## src/rtl/lnvd_spkr_pkg.sv

```systemverilog
// Shared definitions for the speaker DAC sequencer: sample and SPI word
// widths, the SPI word field positions, the frame FSM state encoding and a
// helper that packs one channel sample into its 16-bit DAC command word.
package lnvd_spkr_pkg;

   localparam int DATA_W   = 12;
   localparam int CH_COUNT = 4;
   localparam int WORD_W   = 16;

   // DAC command word layout: {ch_idx[1:0], reserved 0, active 1, data[11:0]}
   localparam int IDX_MSB    = 15;
   localparam int IDX_LSB    = 14;
   localparam int RSVD_BIT   = 13;
   localparam int ACTIVE_BIT = 12;
   localparam int DATA_MSB   = 11;

   localparam logic ACTIVE = 1'b1;

   typedef enum logic [2:0] {
      ST_IDLE,
      ST_LOAD,
      ST_SHIFT,
      ST_GAP,
      ST_LATCH
   } state_t;

   // Pack a channel index and a 12-bit sample into one DAC command word.
   function automatic logic [WORD_W-1:0] build_word(input logic [1:0]        idx,
                                                    input logic [DATA_W-1:0] data);
      logic [WORD_W-1:0] w;
      w                   = '0;
      w[IDX_MSB:IDX_LSB]  = idx;
      w[RSVD_BIT]         = 1'b0;
      w[ACTIVE_BIT]       = ACTIVE;
      w[DATA_MSB:0]       = data;
      return w;
   endfunction

endpackage

```

## src/rtl/spkr_spi_shifter.sv

```systemverilog
// SPI word shifter for the shared DAC. A start pulse loads a 16-bit word,
// drops cs_n and presents bit 15 on mosi. sclk then toggles every CLK_DIV
// clocks (starting and ending low); mosi advances only on sclk falling
// edges, so the DAC samples stable data on each rising edge. After the 16th
// falling edge cs_n rises and done pulses for one cycle.
//
// Ports:
//   clk, rst  - system clock, synchronous active-high reset
//   start     - one-cycle load/begin request (ignored while active)
//   word      - 16-bit word to send, MSB first
//   sclk      - registered serial clock
//   mosi      - registered serial data
//   cs_n      - registered active-low chip select
//   done      - high in the cycle whose clock edge ends the word
module spkr_spi_shifter #(
   parameter int CLK_DIV = 1
) (
   input  logic        clk,
   input  logic        rst,
   input  logic        start,
   input  logic [15:0] word,
   output logic        sclk,
   output logic        mosi,
   output logic        cs_n,
   output logic        done
);
   import lnvd_spkr_pkg::*;

   localparam int DIV_W = (CLK_DIV > 1) ? $clog2(CLK_DIV) : 1;
   localparam logic [DIV_W-1:0] DIV_LAST = DIV_W'(CLK_DIV - 1);
   localparam logic [4:0] LAST_EDGE = 5'(2 * WORD_W - 1);

   logic              active_q, active_d;
   logic              cs_n_q, cs_n_d;
   logic              sclk_q, sclk_d;
   logic              mosi_q, mosi_d;
   logic [WORD_W-1:0] shreg_q, shreg_d;
   logic [DIV_W-1:0]  div_q, div_d;
   logic [4:0]        edge_q, edge_d;

   // Divider counts clocks per sclk half-period; edge_q counts sclk
   // transitions (32 per word). Odd edges are falling edges, where the next
   // bit is presented, and the final falling edge also releases cs_n.
   always_comb begin
      active_d = active_q;
      cs_n_d   = cs_n_q;
      sclk_d   = sclk_q;
      mosi_d   = mosi_q;
      shreg_d  = shreg_q;
      div_d    = div_q;
      edge_d   = edge_q;
      done     = 1'b0;
      if (start && !active_q) begin
         active_d = 1'b1;
         cs_n_d   = 1'b0;
         sclk_d   = 1'b0;
         mosi_d   = word[WORD_W-1];
         shreg_d  = {word[WORD_W-2:0], 1'b0};
         div_d    = '0;
         edge_d   = '0;
      end else if (active_q) begin
         if (div_q == DIV_LAST) begin
            div_d  = '0;
            sclk_d = ~sclk_q;
            edge_d = edge_q + 5'd1;
            if (sclk_q) begin
               if (edge_q == LAST_EDGE) begin
                  active_d = 1'b0;
                  cs_n_d   = 1'b1;
                  mosi_d   = 1'b0;
                  done     = 1'b1;
               end else begin
                  mosi_d  = shreg_q[WORD_W-1];
                  shreg_d = {shreg_q[WORD_W-2:0], 1'b0};
               end
            end
         end else begin
            div_d = div_q + DIV_W'(1);
         end
      end
   end

   // State registers with synchronous reset to the idle pin levels.
   always_ff @(posedge clk) begin
      if (rst) begin
         active_q <= 1'b0;
         cs_n_q   <= 1'b1;
         sclk_q   <= 1'b0;
         mosi_q   <= 1'b0;
         shreg_q  <= '0;
         div_q    <= '0;
         edge_q   <= '0;
      end else begin
         active_q <= active_d;
         cs_n_q   <= cs_n_d;
         sclk_q   <= sclk_d;
         mosi_q   <= mosi_d;
         shreg_q  <= shreg_d;
         div_q    <= div_d;
         edge_q   <= edge_d;
      end
   end

   assign sclk = sclk_q;
   assign mosi = mosi_q;
   assign cs_n = cs_n_q;

endmodule

```

## src/rtl/spkr_dac_sequencer.sv

```systemverilog
// Speaker DAC frame sequencer. On a sample tick in IDLE all four channel
// samples are snapshotted (each optionally mirrored to 4095 - x), then four
// 16-bit command words are sent A..D over the shared SPI shifter, and LDAC
// is pulsed low for two cycles so all DAC outputs update together.
//
// Ports:
//   clk, rst             - system clock, synchronous active-high reset
//   sample_tick          - one-cycle frame request
//   ch_a..ch_d           - 12-bit channel samples
//   invert_en[3:0]       - per-channel mirror enable (bit0 = A)
//   busy                 - high while a frame is in progress
//   frame_done           - one-cycle pulse on return to IDLE
//   overrun              - sticky: tick arrived while busy (cleared by rst)
//   dac_cs_n, dac_sclk,
//   dac_mosi, dac_ldac_n - registered DAC pins
module spkr_dac_sequencer #(
   parameter int CLK_DIV = 1,
   parameter int DATA_W  = 12
) (
   input  logic              clk,
   input  logic              rst,
   input  logic              sample_tick,
   input  logic [DATA_W-1:0] ch_a,
   input  logic [DATA_W-1:0] ch_b,
   input  logic [DATA_W-1:0] ch_c,
   input  logic [DATA_W-1:0] ch_d,
   input  logic [3:0]        invert_en,
   output logic              busy,
   output logic              frame_done,
   output logic              overrun,
   output logic              dac_cs_n,
   output logic              dac_sclk,
   output logic              dac_mosi,
   output logic              dac_ldac_n
);
   import lnvd_spkr_pkg::*;

   state_t            state_q, state_d;
   logic [1:0]        ch_idx_q, ch_idx_d;
   logic              latch_cnt_q, latch_cnt_d;
   logic              busy_q, busy_d;
   logic              frame_done_q, frame_done_d;
   logic              overrun_q, overrun_d;
   logic              ldac_n_q, ldac_n_d;
   logic [DATA_W-1:0] snap_q [CH_COUNT];
   logic [DATA_W-1:0] snap_d [CH_COUNT];
   logic [DATA_W-1:0] ch_in  [CH_COUNT];

   logic              shift_start;
   logic              shift_done;
   logic [WORD_W-1:0] shift_word;

   always_comb begin
      ch_in[0] = ch_a;
      ch_in[1] = ch_b;
      ch_in[2] = ch_c;
      ch_in[3] = ch_d;
   end

   assign shift_word = build_word(ch_idx_q, snap_q[ch_idx_q]);

   // Frame FSM. The mirror is applied while snapshotting, so later input or
   // invert_en changes cannot disturb a frame in flight. Registered outputs
   // are derived from the next state so they line up with the state change.
   always_comb begin
      state_d      = state_q;
      ch_idx_d     = ch_idx_q;
      latch_cnt_d  = latch_cnt_q;
      snap_d       = snap_q;
      shift_start  = 1'b0;
      case (state_q)
         ST_IDLE: begin
            if (sample_tick) begin
               state_d  = ST_LOAD;
               ch_idx_d = 2'd0;
               for (int i = 0; i < CH_COUNT; i++) begin
                  snap_d[i] = invert_en[i] ? ~ch_in[i] : ch_in[i];
               end
            end
         end
         ST_LOAD: begin
            shift_start = 1'b1;
            state_d     = ST_SHIFT;
         end
         ST_SHIFT: begin
            if (shift_done) begin
               state_d = ST_GAP;
            end
         end
         ST_GAP: begin
            if (ch_idx_q == 2'd3) begin
               state_d     = ST_LATCH;
               latch_cnt_d = 1'b0;
            end else begin
               ch_idx_d = ch_idx_q + 2'd1;
               state_d  = ST_LOAD;
            end
         end
         ST_LATCH: begin
            if (latch_cnt_q) begin
               state_d = ST_IDLE;
            end else begin
               latch_cnt_d = 1'b1;
            end
         end
         default: state_d = ST_IDLE;
      endcase
      overrun_d    = overrun_q | (sample_tick && (state_q != ST_IDLE));
      busy_d       = (state_d != ST_IDLE);
      frame_done_d = (state_q == ST_LATCH) && (state_d == ST_IDLE);
      ldac_n_d     = (state_d != ST_LATCH);
   end

   // All sequencer state and registered outputs; reset abandons any frame.
   always_ff @(posedge clk) begin
      if (rst) begin
         state_q      <= ST_IDLE;
         ch_idx_q     <= 2'd0;
         latch_cnt_q  <= 1'b0;
         busy_q       <= 1'b0;
         frame_done_q <= 1'b0;
         overrun_q    <= 1'b0;
         ldac_n_q     <= 1'b1;
         snap_q       <= '{default: '0};
      end else begin
         state_q      <= state_d;
         ch_idx_q     <= ch_idx_d;
         latch_cnt_q  <= latch_cnt_d;
         busy_q       <= busy_d;
         frame_done_q <= frame_done_d;
         overrun_q    <= overrun_d;
         ldac_n_q     <= ldac_n_d;
         snap_q       <= snap_d;
      end
   end

   spkr_spi_shifter #(
      .CLK_DIV (CLK_DIV)
   ) u_shifter (
      .clk   (clk),
      .rst   (rst),
      .start (shift_start),
      .word  (shift_word),
      .sclk  (dac_sclk),
      .mosi  (dac_mosi),
      .cs_n  (dac_cs_n),
      .done  (shift_done)
   );

   assign busy       = busy_q;
   assign frame_done = frame_done_q;
   assign overrun    = overrun_q;
   assign dac_ldac_n = ldac_n_q;

endmodule

```

## config.mk

```make
export PLATFORM = sky130hd
export DESIGN_NAME = spkr_dac_sequencer
export DESIGN_NICKNAME = d
export VERILOG_FILES = /design/src/rtl/lnvd_spkr_pkg.sv /design/src/rtl/spkr_spi_shifter.sv /design/src/rtl/spkr_dac_sequencer.sv
export SDC_FILE = /design/constraint.sdc
export NUM_CORES = 1
export LEC_CHECK = 0
export CORE_MARGIN = 2
export CORE_UTILIZATION = 40
export DETAILED_ROUTE_END_ITERATION = 8
export PLACE_DENSITY = 0.64
export SLEW_MARGIN = 20
export SYNTH_ARGS = -nofsm -noshare
export SYNTH_HDL_FRONTEND = slang
export SYNTH_HIERARCHICAL = 1
export SYNTH_SLANG_ARGS = --single-unit
export TNS_END_PERCENT = 1
```

## constraint.sdc

```tcl
create_clock -name clk -period 1.9 [get_ports clk]
set_input_delay 0.19 -clock clk [delete_from_list [all_inputs] [get_ports clk]]
set_output_delay 0.19 -clock clk [all_outputs]
set_load 0.05 [all_outputs]
```

---- Word level (Yosys, flattened, before mapping) ----
Index checks and enable logic that the tools add are counted.
word-level totals
  latch bits .............................. 0
  flip-flop bits (word level) ............. 83
  bits in read-only memories .............. 0
  memories kept ........................... 0
  memory bits (writable) .................. 0
  input bits .............................. 55
cells by class
  $lt $le $gt $ge ......................... 1
  muxes and demuxes ....................... 44
  equal/unequal tests ..................... 12
  reduce and logical (&&, ||, !) cells .... 22
  $mul .................................... 0
  shift operators ......................... 0
  add/sub/neg operators ................... 3
  bitwise logic cells ..................... 9
  div/mod/pow operators ................... 0
operators by type and width
  cell                                                  count
  two-way mux 16 bit                                    5
  two-way mux 12 bit                                    6
  inverter 12 bit                                       4
  binary-select mux 12 bit (select 2 bit)               1
  two-way mux 1 bit                                     23
  case mux 3 bit (5 select lines)                       1
  two-way mux 3 bit                                     4
  AND reduction 4 bit                                   3
  nonzero test 2 bit                                    5
  != test 2 bit (second input constant)                 4
  equality test 3 x 2 -> 1 bit (second input constant)  2
  logical NOT 3 bit                                     2
  AND reduction 2 bit                                   3
  AND reduction 3 bit                                   2
  nonzero test 3 bit                                    2
  adder 5 x 1 -> 5 bit (second input constant)          1
  equality test 5 bit (second input constant)           1
  two-way mux 2 bit                                     2
  case mux 2 bit (2 select lines)                       1
  equality test 3 x 1 -> 1 bit (second input constant)  1
  equality test 3 bit (second input constant)           1
  >= comparator 3 bit (second input constant)           1
  logical AND 1 bit                                     3
  != test 3 bit (second input constant)                 1
  10 further kinds                                      12

---- Depth between registers and ports, before layout ----
Gate-level depths: netlist (run 1).
  depth after elaboration ................. 10
  depth in mapped cells ................... 8
  mapped depth without buffers ............ 7

---- Hierarchy ----
The synthesis (run 1) kept the hierarchy.
modules (own cells, without submodules)
  module              area an instance (sq um)  instances  cells an instance
  spkr_dac_sequencer  3,042.9                   1          275
  spkr_spi_shifter    1,197.4                   1          131

---- Worst setup path after synthesis (run 1) ----
No wires, ideal clock.
  path type ............................... register to register
  start ................................... register state_q[2]
  end ..................................... register u_shifter.shreg_q[12]
  data required time ...................... 1,820 ps
  data arrival time ....................... 1,793 ps
  stages on the path, launching flop included .. 8
  path slack .............................. 27 ps
  buffers on the path ..................... 3
  cell sequence ........................... dfxtp_1 > clkbuf_1 > nor3b_1 > nor2b_4 > buf_6 > buf_12 > a21oi_1 > a211oi_2
on the way
  cells in the longest elaborated chain, start to end .. 5
ends and longest elaborated chain
  item                                                          RTL line                   text
  from (decl)                                                   spkr_dac_sequencer.sv:38   state_t state_q, state_d;
  from (signal assigned)                                        spkr_dac_sequencer.sv:126  state_q <= state_d;
  equality test 3 x 1 -> 1 bit *                                spkr_dac_sequencer.sv:71   case (state_q)
  two-way mux 1 bit *                                           spkr_dac_sequencer.sv:71
  net shift_start                                               spkr_dac_sequencer.sv:49   logic shift_start;
  logical AND 1 bit *                                           spkr_spi_shifter.sv:53     if (start && !active_q) begin
  != test 2 bit (no source line), or another cell as far along  --
  AND reduction 4 bit (no source line)                          --
  to (signal assigned)                                          spkr_spi_shifter.sv:98     shreg_q <= shreg_d;
  to (decl)                                                     spkr_spi_shifter.sv:37     logic [WORD_W-1:0] shreg_q, shreg_d;
The timed path passes the listed nets; every way through them passes the cells marked *.
A chain may end at the register's enable or synchronous reset.

---- Final worst setup path (run 1) ----
  start ................................... register u_shifter.edge_q[0]
  end ..................................... register u_shifter.shreg_q[6]
on the way
  cells in the longest elaborated chain, start to end .. 3
ends and longest elaborated chain
  item                                     RTL line                 text
  from (decl)                              spkr_spi_shifter.sv:39   logic [4:0] edge_q, edge_d;
  from (signal assigned)                   spkr_spi_shifter.sv:100  edge_q <= edge_d;
  equality test 5 bit                      spkr_spi_shifter.sv:67   if (edge_q == LAST_EDGE) begin
  != test 2 x 1 -> 1 bit (no source line)  --
  AND reduction 4 bit (no source line)     --
Every way passes these cells.

==> impl_metrics.env, run 1 <==
export IMPL_status="completed"
export IMPL_start_kind="flop"
export IMPL_p_comb_frac=0.225
export IMPL_syn_num_nets=465
export IMPL_firstDrtPassIters=4
export IMPL_final_min_clock_period_ns=1.757
export IMPL_cts_sinks=82
export IMPL_fin_crit_sh=0.9246
export IMPL_cts_buffers=9
export IMPL_synthArstFlopShare=0
export IMPL_num_vias=2982
export IMPL_setup_worst_path_start="u_shifter/edge_q[0]$_SDFFE_PP0P_"
export IMPL_fillers=931
export IMPL_tns_ns=0
export IMPL_syn_inst=406
export IMPL_slew_violations=0
export IMPL_portBuffers=61
export IMPL_yosysWarnings=6
export IMPL_tightest_slew_ns=0.5863
export IMPL_p_leak_nw=1.795
export IMPL_p_int_mw=3.130
export IMPL_synth_main_ff_cell="dfxtp_1"
export IMPL_seq_area_sq_um=1642
export IMPL_root_buffer="clkbuf_8"
export IMPL_global_route_overflow_total=0
export IMPL_routed_wl_microns=8660
export IMPL_r2r_end="u_shifter/shreg_q[6]$_SDFFE_PP0P_"
export IMPL_final_antenna_net_count=0
export IMPL_power_frac_seq=0.454
export IMPL_ir_drop_v=0.0003473
export IMPL_cp_arrival_ns=2.03
export IMPL_syn_area_sq_um=4240
export IMPL_cts_hold_fix_buffers=0
export IMPL_slew_limit_headroom=0.6092
export IMPL_hold_path_class="input port to flop"
export IMPL_dp_hpwl_microns=6272
export IMPL_grt_pass1_wl_microns=14380
export IMPL_fmax_mhz=569.3
export IMPL_die_h_microns=107.0
export IMPL_clkLatencyLatePin_ns=0.36
export IMPL_yosys_top_cells_area="dfxtp_1 (39%), a211oi_2 (17%), xnor2_1 (10%)"
export IMPL_syn_to_final_growth_pct=23.10
export IMPL_die_area_sq_um=11440
export IMPL_crit_end="u_shifter/shreg_q[6]$_SDFFE_PP0P_"
export IMPL_tritoncts="yes"
export IMPL_reg2reg_from="u_shifter/edge_q[0]$_SDFFE_PP0P_"
export IMPL_synth_cell_type_count=39
export IMPL_hold_viol_final=0
export IMPL_cts_max_level=3
export IMPL_yosysTopAreaCell="dfxtp_1"
export IMPL_powerDensity_nw_per_um2=841.1
export IMPL_globalplace_congestion=0.7380
export IMPL_coreArea_sq_um=10320
export IMPL_vias_per_cell=4.937
export IMPL_max_cap_violations=0
export IMPL_antenna_found_initial=0
export IMPL_hold_start="rst"
export IMPL_drcViolationCount=0
export IMPL_wl_per_cell_microns=14.34
export IMPL_p_sw_mw=1.261
export IMPL_row_count=37
export IMPL_finClkSkew_ns=0.008224
export IMPL_endpoint_kind="flop"
export IMPL_io_pins=62
export IMPL_crit_required_ns=2.17
export IMPL_path_clk_slew_ns=0.09
export IMPL_hold_depth=2
export IMPL_ys_ff_latch=82
export IMPL_start_util=0.4107
export IMPL_die_x_microns=107.0
export IMPL_synth_edff_count=0
export IMPL_syn_avg_cell_area_sq_um=10.44
export IMPL_clockBufferDepth=2
export IMPL_total_power_mw=4.391
export IMPL_cts_setup_buffers=0
export IMPL_synth_top_area_frac=0.3871
export IMPL_multi_input_area_sq_um=2317
export IMPL_drt_iter0_markers=185
export IMPL_grt_usage=0.1624
export IMPL_cp_max_fo=14
export IMPL_grt_max_degree=31
export IMPL_path_class="flop to flop"
export IMPL_rr_worst_depth=7
export IMPL_worst_r2r_setup_slack_ns=0.14
export IMPL_grt_pass1_vias=2826
export IMPL_seq_area_frac_synth=0.3871
export IMPL_layout_nets=522
export IMPL_layout_drive_gt1_share=0.2607
export IMPL_power_share_switching=0.2872
export IMPL_cts_resized=0
export IMPL_clock_power_share=0.321
export IMPL_setup_viol=0
export IMPL_antennaDiodeCount=0
export IMPL_rsz0062_at_grt="false"
## per-layer routing
metal  vias up  part of all wire  track usage
met4         0             0.013      0.06122
met2        45              0.46       0.2448
met1      1391              0.50       0.2333
met5         -                 0            0
met3         9             0.026      0.02675
li1       1537                 -            -
## synth_stat cells (all sizes together), types with 3 or more instances
cell type and instances:
or2 4, mux4 12, a21oi 25, dfxtp 82, a211oi 62, clkbuf 11, nor2 71, nor3 6
nor3b 5, nand3b 5, nand2 17, ha 4, buf 26, xnor2 49, nand3 3
## worst min path at each step
stage | end | slack, ns
6_report | u_shifter/shreg_q[1]$_SDFFE_PP0P_ | 0.28
2_1_floorplan | u_shifter/shreg_q[4]$_SDFFE_PP0P_ | 0.26
4_1_cts | u_shifter/shreg_q[1]$_SDFFE_PP0P_ | 0.26
3_5_place_dp | u_shifter/shreg_q[6]$_SDFFE_PP0P_ | 0.46
3_3_place_gp | u_shifter/shreg_q[5]$_SDFFE_PP0P_ | 0.45
5_1_grt | ch_idx_q[0]$_SDFFE_PP0P_ | 0.28
## logic make-up (layout without fill, tap and decap cells)
logic type,count (synthesis),in the layout,share of synthesized area
flops,82,82,0.3871
buf+inv,39,101,0.06639
compound gates,92,92,0.2216
mux,14,14,0.06846
other cells,2,2,0.001771
fa+ha+maj,4,4,0.01180
xor+xnor,51,51,0.1053
simple gates,122,122,0.1375
## registers in the layout, indices dropped and copies added, names as in the netlist, 2 cells and up
| signal | cells |
|---|---|
| u_shifter/edge_q | 5 |
| u_shifter/shreg_q | 15 |
| state_q | 3 |
| snap_q | 48 |
| ch_idx_q | 2 |
## area by class of cell
| type | count | area share |
|---|---|---|
| multi-input combinational | 285 | 0.4439 |
| sequential | 82 | 0.3145 |
| timing repair buffer | 83 | 0.1644 |
| tap | 136 | 0.03260 |
| clock buffer | 9 | 0.02373 |
| clock inverter | 7 | 0.01942 |
| inverter | 2 | 0.001438 |
## cells in the final DEF, fill, tap and decap left out, types with 5 or more instances in the layout
cell type        synthesis  routed
xnor2_1                 49      49
nor3b_1                  5       5
clkdlybuf4s50_1          0      59
nand2_1                 17      17
a211oi_2                58      58
mux4_2                  12      12
a21oi_1                 19      19
clkbuf_8                 0       9
a21oi_2                  6       6
nand3b_1                 5       5
buf_4                    4      17
nor2_1                  71      71
dfxtp_1                 82      82
nor3_1                   6       6
buf_12                   2       7
## per-stage QoR
stage / hold WS [ns] / instances / setup WS [ns] / area (sq um) / utilization
global route: 0.2835 / 604 / 0.01969 / 5220 / 0.5056
finish: 0.2831 / 604 / 0.1434 / 5220 / 0.5056
global placement: 0.4528 / 588 / 0.1670 / 4995 / 0.4838
detailed placement: 0.4596 / 588 / 0.1289 / 4995 / 0.4838
floorplan: 0.2628 / 406 / 0.02695 / 4240 / -
CTS: 0.2575 / 604 / 0.1104 / 5220 / 0.5056
## critical path, stage by stage (launching register included)
cell and delay (ns):
dfxtp_1 0.34, ha_1 0.22, and3_1 0.20, ha_1 0.20, and3b_1 0.26, buf_12 0.16
a21oi_1 0.07, a211oi_1 0.23
## power by group through the flow
stage | Clock [mW] | Combinational [mW] | Sequential (mW)
floorplan | 0 | 0.726 | 2.02
finish | 1.41 | 0.987 | 1.99
detailed placement | 0 | 0.989 | 2.03
CTS | 1.45 | 0.997 | 1.99
global route | 1.53 | 1.07 | 2.01
global placement | 0 | 0.978 | 2.03
No activity file was read; power rests on OpenSTA's default activity.
==> run 2: changes to the inputs <==
--- a/config.mk
+++ b/config.mk
@@ -8,10 +8,10 @@
 export CORE_MARGIN = 2
 export CORE_UTILIZATION = 40
 export DETAILED_ROUTE_END_ITERATION = 8
+export GPL_TIMING_DRIVEN = 0
 export PLACE_DENSITY = 0.64
 export SLEW_MARGIN = 20
 export SYNTH_ARGS = -nofsm -noshare
 export SYNTH_HDL_FRONTEND = slang
 export SYNTH_HIERARCHICAL = 1
 export SYNTH_SLANG_ARGS = --single-unit
-export TNS_END_PERCENT = 1
==> run 2 against run 1 <==
Global-route usage rose by 2.1 points. Total power rose by 1.2%. Worst setup slack got worse by 0.059 ns. Utilization rose by 0.56 points. Count of clock-buffer cells in the layout rose by 1. Flip-flop and latch count did not move. Critical path type unchanged. Critical endpoint is now u_shifter/shreg_q[13]$_SDFFE_PP0P_. Highest routed layer unchanged.
==> impl_metrics.env, run 2 (synthesis results as in run 1) <==
export IMPL_crit_required_ns=2.17
export IMPL_final_cell_mix="dfxtp_1 (81), nor2_1 (71), clkdlybuf4s50_1 (60)"
export IMPL_place_inst=603
export IMPL_worst_r2r_setup_slack_ns=0.08
export IMPL_root_buffer="clkbuf_8"
export IMPL_hold_viol_final=0
export IMPL_cp_arrival_ns=2.08
export IMPL_syn_to_final_growth_pct=24.46
export IMPL_routed_wl_met2_microns=4699
export IMPL_final_antenna_net_count=0
export IMPL_r2r_end="u_shifter/shreg_q[13]$_SDFFE_PP0P_"
export IMPL_tns_ns=0
export IMPL_dp_hpwl_microns=7276
export IMPL_path_class="flop to flop"
export IMPL_firstDrtPassIters=4
export IMPL_die_x_microns=107.0
export IMPL_antenna_found_initial=0
export IMPL_final_cells=620
export IMPL_die_area_sq_um=11440
export IMPL_start_util=0.4107
export IMPL_final_common_cell="dfxtp_1"
export IMPL_clkLatencyLatePin_ns=0.36
export IMPL_top_regs="snap_q: 48 flops, u_shifter/shreg_q: 15 flops, u_shifter/edge_q: 5 flops"
export IMPL_fin_crit_sh=0.9556
export IMPL_global_route_overflow_total=0
export IMPL_cts_hold_fix_buffers=0
export IMPL_status="completed"
export IMPL_p_leak_nw=1.819
export IMPL_coreArea_sq_um=10320
export IMPL_routed_top_layer="met4"
export IMPL_wl_per_cell_microns=15.97
export IMPL_row_count=37
export IMPL_routed_wl_microns=9903
export IMPL_cp_slowest_cell="dfxtp_2"
export IMPL_tightest_slew_ns=0.7849
export IMPL_rr_worst_depth=8
export IMPL_grt_pass1_wl_microns=16300
export IMPL_grt_max_degree=15
export IMPL_cts_buffers=9
export IMPL_tritoncts="yes"
export IMPL_hold_path_end="u_shifter/shreg_q[4]$_SDFFE_PP0P_"
export IMPL_registers_top_by_ff_count="snap_q"
export IMPL_critPathMaxStageDelay_ns=0.34
export IMPL_drcViolationCount=0
export IMPL_cts_sinks=82
export IMPL_path_clk_slew_ns=0.08
export IMPL_layout_nets=538
export IMPL_endpoint_kind="flop"
export IMPL_route_met3_wl_microns=260
export IMPL_clockBufferDepth=2
export IMPL_layout_drive_gt1_share=0.2624
export IMPL_slew_violations=0
export IMPL_hold_depth=2
export IMPL_slew_limit_headroom=0.4767
export IMPL_final_min_clock_period_ns=1.816
export IMPL_largest_reg_flops=48
export IMPL_grt_usage=0.1830
export IMPL_max_cap_violations=0
export IMPL_setup_viol=0
export IMPL_hold_path_class="flop to flop"
export IMPL_path_cells="ha_1 -> and3_1 -> ha_2 -> and3b_1 -> buf_4 -> buf_12 -> a21oi_1 -> a211oi_2"
export IMPL_fmax_mhz=550.8
export IMPL_rsz0062_at_grt="false"
export IMPL_portBuffers=61
export IMPL_ir_drop_v=0.0003634
export IMPL_hold_start="u_shifter/shreg_q[4]$_SDFFE_PP0P_"
export IMPL_vias_per_cell=5.019
export IMPL_globalplace_congestion=0.7605
export IMPL_reg2reg_from="u_shifter/edge_q[0]$_SDFFE_PP0P_"
export IMPL_io_pins=62
export IMPL_whs_ns=0.4767
export IMPL_cp_max_fo=10
export IMPL_antennaDiodeCount=0
export IMPL_finClkSkew_ns=0.01346
export IMPL_met1_length_microns=4783
export IMPL_grt_pass1_vias=3176
export IMPL_drt_iter0_markers=142
export IMPL_cts_max_level=3
export IMPL_total_power_mw=4.442
export IMPL_start_kind="flop"
export IMPL_num_vias=3112
export IMPL_die_h_microns=107.0
export IMPL_powerDensity_nw_per_um2=841.8
## run 2: final cells by class
type,count,area [sq um]
sequential,82,1643
tap,136,170.2
clock inverter,6,90.09
multi-input combinational,285,2335
buffer,37,287.8
timing repair buffer,62,616.8
fill,951,5046
inverter,2,7.507
clock buffer,10,127.6
## run 2: power by group
part           switching (mW)  internal (mW)  leakage (nW)  total, mW
clock                   0.659          0.746         0.107       1.40
combinational           0.533          0.507          1.04       1.04
sequential              0.111           1.89         0.676       2.00
total                    1.30           3.14          1.82       4.44
## run 2: worst max-delay path, delay by kind of cell (launching register included)
kind | cells | cell delay, ns
AO/OA/AOI/OAI | 2 | 0.28
flip-flops | 1 | 0.34
buffers and inverters | 2 | 0.29
adder cells (fa/ha/maj) | 2 | 0.40
AND/OR/NAND/NOR | 2 | 0.42
## run 2: repair_timing
item	4_1_cts	5_1_grt
endpoints found under the hold margin	0	0
buffers inserted	0	1
endpoints found under the setup margin	38	10
pin swaps	0	1
gates resized for setup	7	7
## run 2: how the worst max path moves through the flow
stage                                                start                                  to  cells past startpoint
after floorplan                      state_q[2]$_SDFF_PP0_  u_shifter/shreg_q[12]$_SDFFE_PP0P_                      7
after global placement                                 rst             snap_q[41]$_SDFFE_PP0P_                      4
after detailed placement                               rst             snap_q[39]$_SDFFE_PP0P_                      4
after CTS                 u_shifter/edge_q[0]$_SDFFE_PP0P_  u_shifter/shreg_q[15]$_SDFFE_PP0P_                      8
after global routing      u_shifter/edge_q[0]$_SDFFE_PP0P_  u_shifter/shreg_q[13]$_SDFFE_PP0P_                      8
final                     u_shifter/edge_q[0]$_SDFFE_PP0P_  u_shifter/shreg_q[13]$_SDFFE_PP0P_                      8
## run 2: routing by layer
layer / vias up / global-route usage
li1: 1569 / -
met1: 1480 / 0.2495
met2: 50 / 0.2980
met3: 13 / 0.02675
met4: 0 / 0.06122
met5: - / 0
## run 2: through the flow
step / area (sq um) / worst slack [ns] / util
floorplan: 4240 / 0.02695 / -
global placement: 5021 / -0.4370 / 0.4864
detailed placement: 5021 / -0.4831 / 0.4864
CTS: 5255 / 0.04978 / 0.5090
global route: 5278 / 0.001422 / 0.5112
finish: 5278 / 0.08430 / 0.5112
==> run 3: changes to the inputs <==
--- a/config.mk
+++ b/config.mk
@@ -9,7 +9,7 @@
 export CORE_UTILIZATION = 40
 export DETAILED_ROUTE_END_ITERATION = 8
 export GPL_TIMING_DRIVEN = 0
-export PLACE_DENSITY = 0.64
+export PLACE_DENSITY_LB_ADDON = 0.2
 export SLEW_MARGIN = 20
 export SYNTH_ARGS = -nofsm -noshare
 export SYNTH_HDL_FRONTEND = slang
==> run 3 against run 2 <==
Total power shrank 3.3%. Die area is the same. Via count grew 0.42%. Register-to-register slack is essentially flat. Count of clock-buffer cells in the layout is the same. Wire length shrank 1.3%. Clock power shrank 9%. Utilization shrank 0.17 points. Critical endpoint is now u_shifter/shreg_q[4]$_SDFFE_PP0P_. Cell count shrank 0.16%. Flip-flop and latch count is the same. Worst setup slack gained 0.0036 ns. Global-route usage shrank 0.10 points.
==> impl_metrics.env, run 3 (synthesis results as in run 1) <==
export IMPL_tritoncts="yes"
export IMPL_p_leak_nw=1.813
export IMPL_clkLatencyLatePin_ns=0.35
export IMPL_powerDensity_nw_per_um2=817.0
export IMPL_drt_iter0_markers=95
export IMPL_fillers=961
export IMPL_registers_top_by_ff_count="snap_q"
export IMPL_row_count=37
export IMPL_fin_crit_sh=0.9537
export IMPL_final_cells=619
export IMPL_antennaDiodeCount=0
export IMPL_cp_buffers_inverters=2
export IMPL_io_pins=62
export IMPL_path_cells="clkbuf_2 -> buf_4 -> mux4_2 -> nor2_1 -> a211oi_1"
export IMPL_layout_drive_gt1_share=0.2629
export IMPL_grt_pass1_wl_microns=16070
export IMPL_multi_input_area_sq_um=2340
export IMPL_die_x_microns=107.0
export IMPL_layout_nets=538
export IMPL_hold_viol_final=0
export IMPL_wl_per_cell_microns=15.79
export IMPL_whs_ns=0.4664
export IMPL_cp_arrival_ns=2.02
export IMPL_finClkSkew_ns=0.01513
export IMPL_cts_max_level=3
export IMPL_final_cell_mix="dfxtp_1 (81), nor2_1 (71), clkdlybuf4s50_1 (60)"
export IMPL_die_h_microns=107.0
export IMPL_seq_area_sq_um=1643
export IMPL_status="completed"
export IMPL_grt_pass1_vias=3134
export IMPL_cts_buffers=9
export IMPL_globalplace_congestion=0.7913
export IMPL_max_cap_violations=0
export IMPL_final_antenna_net_count=0
export IMPL_top_regs="snap_q: 48 flops, u_shifter/shreg_q: 15 flops, u_shifter/edge_q: 5 flops"
export IMPL_global_route_overflow_total=0
export IMPL_final_min_clock_period_ns=1.812
export IMPL_routed_wl_microns=9771
export IMPL_ir_drop_v=0.0003192
export IMPL_syn_to_final_growth_pct=24.05
export IMPL_path_clk_slew_ns=0.09
export IMPL_start_kind="flop"
export IMPL_grt_usage=0.1820
export IMPL_drcViolationCount=0
export IMPL_final_common_cell="dfxtp_1"
export IMPL_slew_violations=0
export IMPL_grt_max_degree=14
export IMPL_firstDrtPassIters=4
export IMPL_portBuffers=61
export IMPL_hold_path_class="flop to flop"
export IMPL_die_area_sq_um=11440
export IMPL_crit_required_ns=2.10
export IMPL_root_buffer="clkbuf_8"
export IMPL_cp_max_fo=10
export IMPL_clockBufferDepth=2
export IMPL_num_vias=3125
export IMPL_start_util=0.4107
export IMPL_tightest_slew_ns=0.7768
export IMPL_path_class="flop to flop"
export IMPL_pre_cts_ws_ns=-0.4738
export IMPL_total_power_mw=4.297
export IMPL_antenna_found_initial=0
export IMPL_setup_ws_ns=0.08789
export IMPL_critPathMaxStageDelay_ns=0.54
export IMPL_setup_viol=0
export IMPL_cts_sinks=82
export IMPL_crit_family="multiplexers"
export IMPL_coreArea_sq_um=10320
export IMPL_endpoint_kind="flop"
export IMPL_slew_limit_headroom=0.4821
export IMPL_largest_reg_flops=48
export IMPL_vias_per_cell=5.048
export IMPL_cp_slowest_cell="mux4_2"
export IMPL_place_inst=603
export IMPL_fmax_mhz=551.8
export IMPL_dp_hpwl_microns=7282
run 3: worst register-to-register path, delay by kind of cell (launching register included):
kind                   cells  cell delay (ns)
buffers and inverters      2             0.49
AOI/OAI and AO/OA          1             0.06
DFF                        1             0.42
muxes                      1             0.55
and+or+nand+nor            1             0.14
run 3: timing repair:
action	in CTS	in global routing
endpoints found under the setup margin	36	13
pin swaps	0	1
hold buffers	0	0
setup buffers	0	1
gates resized for setup	6	8
run 3: worst paths after layout:
kind,from,depth (start not counted),end,slack [ns]
worst max register to register,ch_idx_q[0]$_SDFFE_PP0P_,5,u_shifter/shreg_q[4]$_SDFFE_PP0P_,0.09
worst min-delay path,u_shifter/shreg_q[5]$_SDFFE_PP0P_,2,u_shifter/shreg_q[5]$_SDFFE_PP0P_,0.47
worst max-delay path,ch_idx_q[0]$_SDFFE_PP0P_,5,u_shifter/shreg_q[4]$_SDFFE_PP0P_,0.09
worst min register to register,u_shifter/shreg_q[5]$_SDFFE_PP0P_,2,u_shifter/shreg_q[5]$_SDFFE_PP0P_,0.47
run 3: power breakdown:
group / leakage [nW] / internal, mW / switching, mW
sequential: 0.676 / 1.89 / 0.109
combinational: 1.04 / 0.508 / 0.528
clock: 0.0941 / 0.632 / 0.633
total: 1.81 / 3.03 / 1.27
run 3: routing by layer:
metal,up-vias,track usage,share of wire
li1,1571,-,-
met1,1489,0.2373,0.47
met2,59,0.2994,0.48
met3,6,0.04316,0.049
met4,0,0.05566,0.0076
met5,-,0,0
run 3: through the flow:
step	instance area [sq um]	setup TNS, ns	utilization
final	5260	0	0.5095
after global routing	5260	-0.007631	0.5095
after CTS	5231	0	0.5067
after detailed placement	5021	-16.01	0.4864
after global placement	5021	-15.11	0.4864
after floorplan	4240	0	-
run 3: cell type report:
type,instances,area share
multi-input cells,285,0.4448
flip-flops and latches,82,0.3123
repair buffers,62,0.1180
plain buffers,37,0.05447
well taps,136,0.03235
clock buffers,10,0.02617
clock inverters,5,0.01047
inverters,2,0.001427
==> patch (config.mk and constraints of run 3) <==
The output `frame_done` loses its register stage (`frame_done_q` becomes a continuous assignment).
--- a/src/rtl/spkr_dac_sequencer.sv
+++ b/src/rtl/spkr_dac_sequencer.sv
@@ -119,5 +119,4 @@
          latch_cnt_q  <= 1'b0;
          busy_q       <= 1'b0;
-         frame_done_q <= 1'b0;
          overrun_q    <= 1'b0;
          ldac_n_q     <= 1'b1;
@@ -128,5 +127,4 @@
          latch_cnt_q  <= latch_cnt_d;
          busy_q       <= busy_d;
-         frame_done_q <= frame_done_d;
          overrun_q    <= overrun_d;
          ldac_n_q     <= ldac_n_d;
@@ -134,4 +132,6 @@
       end
    end
+
+   assign frame_done_q = frame_done_d;
 
    spkr_spi_shifter #(
Function: no difference found for any inputs over 10 cycles, from zero or initial values and one cycle with rst high; that may be too few to reach the edited logic, so the function may still have changed.
==> patch against run 3 <==
- setup slack got worse by 0.0037 ns
- core utilization fell by 0.050 points
- cell area fell by 0.55%
- non-clock buffer count fell by 1
- synthesized area fell by 0.56%
- total power fell by 0.68%
- largest power group unchanged
- combinational power barely moved
- die area fell by 0.54%
- sequential share of layout area fell by 0.21 points
- routed wire length rose by 0.49%
- first-iteration DRC count rose by 26%
- sequential cell count fell by 1
==> patch: results (changes against run 3) <==
[global_routing]
grt_pass1_wl_um = 16400  ; +2.0%
grt_max_degree = 13  ; -1
antenna_found_initial = 0  ; unchanged
grt_pass1_vias = 3229  ; +3.0%
track_usage_pct = 18.5  ; +0.27 points

[synthesis]
synth.area.mux_share_pct = 6.88  ; +0.039 points
synth_compound_area_share_pct = 22.3  ; +0.12 points
seq_area_frac_synth_pct = 38.5  ; -0.26 points
synth_top_family_by_area = compound AO/OA/AOI/OAI gates
yosysUniqueCellTypes = 38  ; -2.6%
ys_top_cells_by_area = dfxtp_1 (38%), a211oi_2 (17%), xnor2_1 (10%)
synth_xor_area_share_pct = 10.6  ; +0.059 points
async_reset_ff_share_pct = 0  ; unchanged
yosys-top-cells-count = dfxtp_1 (81), nor2_1 (71), a211oi_2 (58), xnor2_1 (49), a21oi_1 (19)
synthAdderAreaFrac_pct = 1.19  ; +0.0067 points
synth_nets = 464  ; -0.22%

[clocking]
clkSlewWorstSetupHoldPaths_ns = 0.08
clockBufferDepth = 2  ; unchanged
htree_num_levels = 3  ; unchanged
worstSkewPairLatency_ns = 0.35  ; about the same

[detailed_routing]
wire_per_inst_um = 15.9  ; +0.82%
vias_per_cell = 5.05  ; about the same
first_iter_violations = 120  ; +26%

[timing]
fin_skew_ns = 0.00901  ; -0.00611 ns
max-slew-margin-rel_pct = 46.7  ; -1.5 points

[worst_setup_path]
critical_path.max_stage_delay_ns = 0.54  ; about the same
crit_fanout = 10  ; unchanged

[placed_design]
port_buffers = 61  ; unchanged
place_area_um2 = 5000  ; -0.47%
gp_congestion = 0.800  ; +1.0%
dpl.hpwl_um = 7350  ; +0.90%

[power]
netSwitchingPower_w = 0.00123  ; -3.2%
power.leakage_nw = 1.80  ; -0.61%
irDropWorstVdd_mv = 0.307  ; -4.0%

[final_layout]
nets = 536  ; -0.37%
layout-drive-gt1-share_pct = 26.6  ; +0.32 points
n_antenna_cell = 0  ; unchanged

[run_status]
status = complete, no violations

## patch: changes by cell type after synthesis
cell and delta:
and3_1 +1, and4b_1 -1, buf_1 -1, clkbuf_1 +1
dfxtp_1 -1
## patch: final cells by class
cell class | instances | area (µm²)
Tap cell | 136 | 170
Inverter | 2 | 7.51
Multi-Input combinational cell | 285 | 2340
Clock buffer | 12 | 155
Fill cell | 995 | 5050
Sequential cell | 81 | 1620
Buffer | 37 | 289
Timing Repair Buffer | 61 | 611
Clock inverter | 3 | 40.0
## patch: kinds of logic (layout without fill, tap and decap cells)
group                    Yosys count  in the layout
AO/OA/AOI/OAI                     92             92
XOR/XNOR                          51             51
adder cells (fa/ha/maj)            4              4
buffers and inverters             39            115
flip-flops                        81             81
multiplexers                      14             14
other                              2              2
AND/OR/NAND/NOR                  122            122
## patch: what timing repair did
action	4_1_cts	5_1_grt
pin swaps	0	1
hold endpoints to repair	0	0
gates resized for setup	11	7
cloned	0	0
setup endpoints to repair	40	21
## patch: critical path: cells and delay by family (launching register included)
| family | cells | cell delay, ns |
|---|---|---|
| muxes | 1 | 0.54 |
| AOI/OAI and AO/OA | 1 | 0.06 |
| DFF | 1 | 0.42 |
| buffers and inverters | 2 | 0.50 |
| and+or+nand+nor | 1 | 0.15 |
## patch: path summary, 6_finish.rpt
path	from	to	slack, ns	cells past startpoint
setup / recovery	ch_idx_q[0]	u_shifter/shreg_q[4]	0.08	5
hold / removal	u_shifter/shreg_q[5]	u_shifter/shreg_q[5]	0.47	2
setup reg to reg	ch_idx_q[0]	u_shifter/shreg_q[4]	0.08	5
hold reg to reg	u_shifter/shreg_q[5]	u_shifter/shreg_q[5]	0.47	2
## patch: power by group through the flow
stage | clock network, W | registers (W) | logic, W
floorplan | 0 | 0.00199 | 0.000726
global route | 0.00135 | 0.00199 | 0.00113
CTS | 0.00128 | 0.00197 | 0.00104
detailed placement | 0 | 0.00201 | 0.00103
global placement | 0 | 0.00201 | 0.00101
finish | 0.00126 | 0.00197 | 0.00104
## patch: layer usage
metal,global-route usage [%],up-vias,wire [µm],part of all wire [%]
met5,0,-,0,0
met4,6.12,0,125,1.3
met3,2.43,11,296,3.0
met2,30.3,61,4640,47
met1,25.2,1476,4750,48
li1,-,1567,-,-
## patch: per-stage QoR
step | TNS (ns) | cells | worst slack [ns]
2_1_floorplan | 0 | 405 | 0.0272
5_1_grt | 0 | 617 | 0.00988
3_3_place_gp | -16.46 | 602 | -0.388
4_1_cts | 0 | 617 | 0.0269
6_report | 0 | 617 | 0.0842
3_5_place_dp | -17.75 | 602 | -0.422
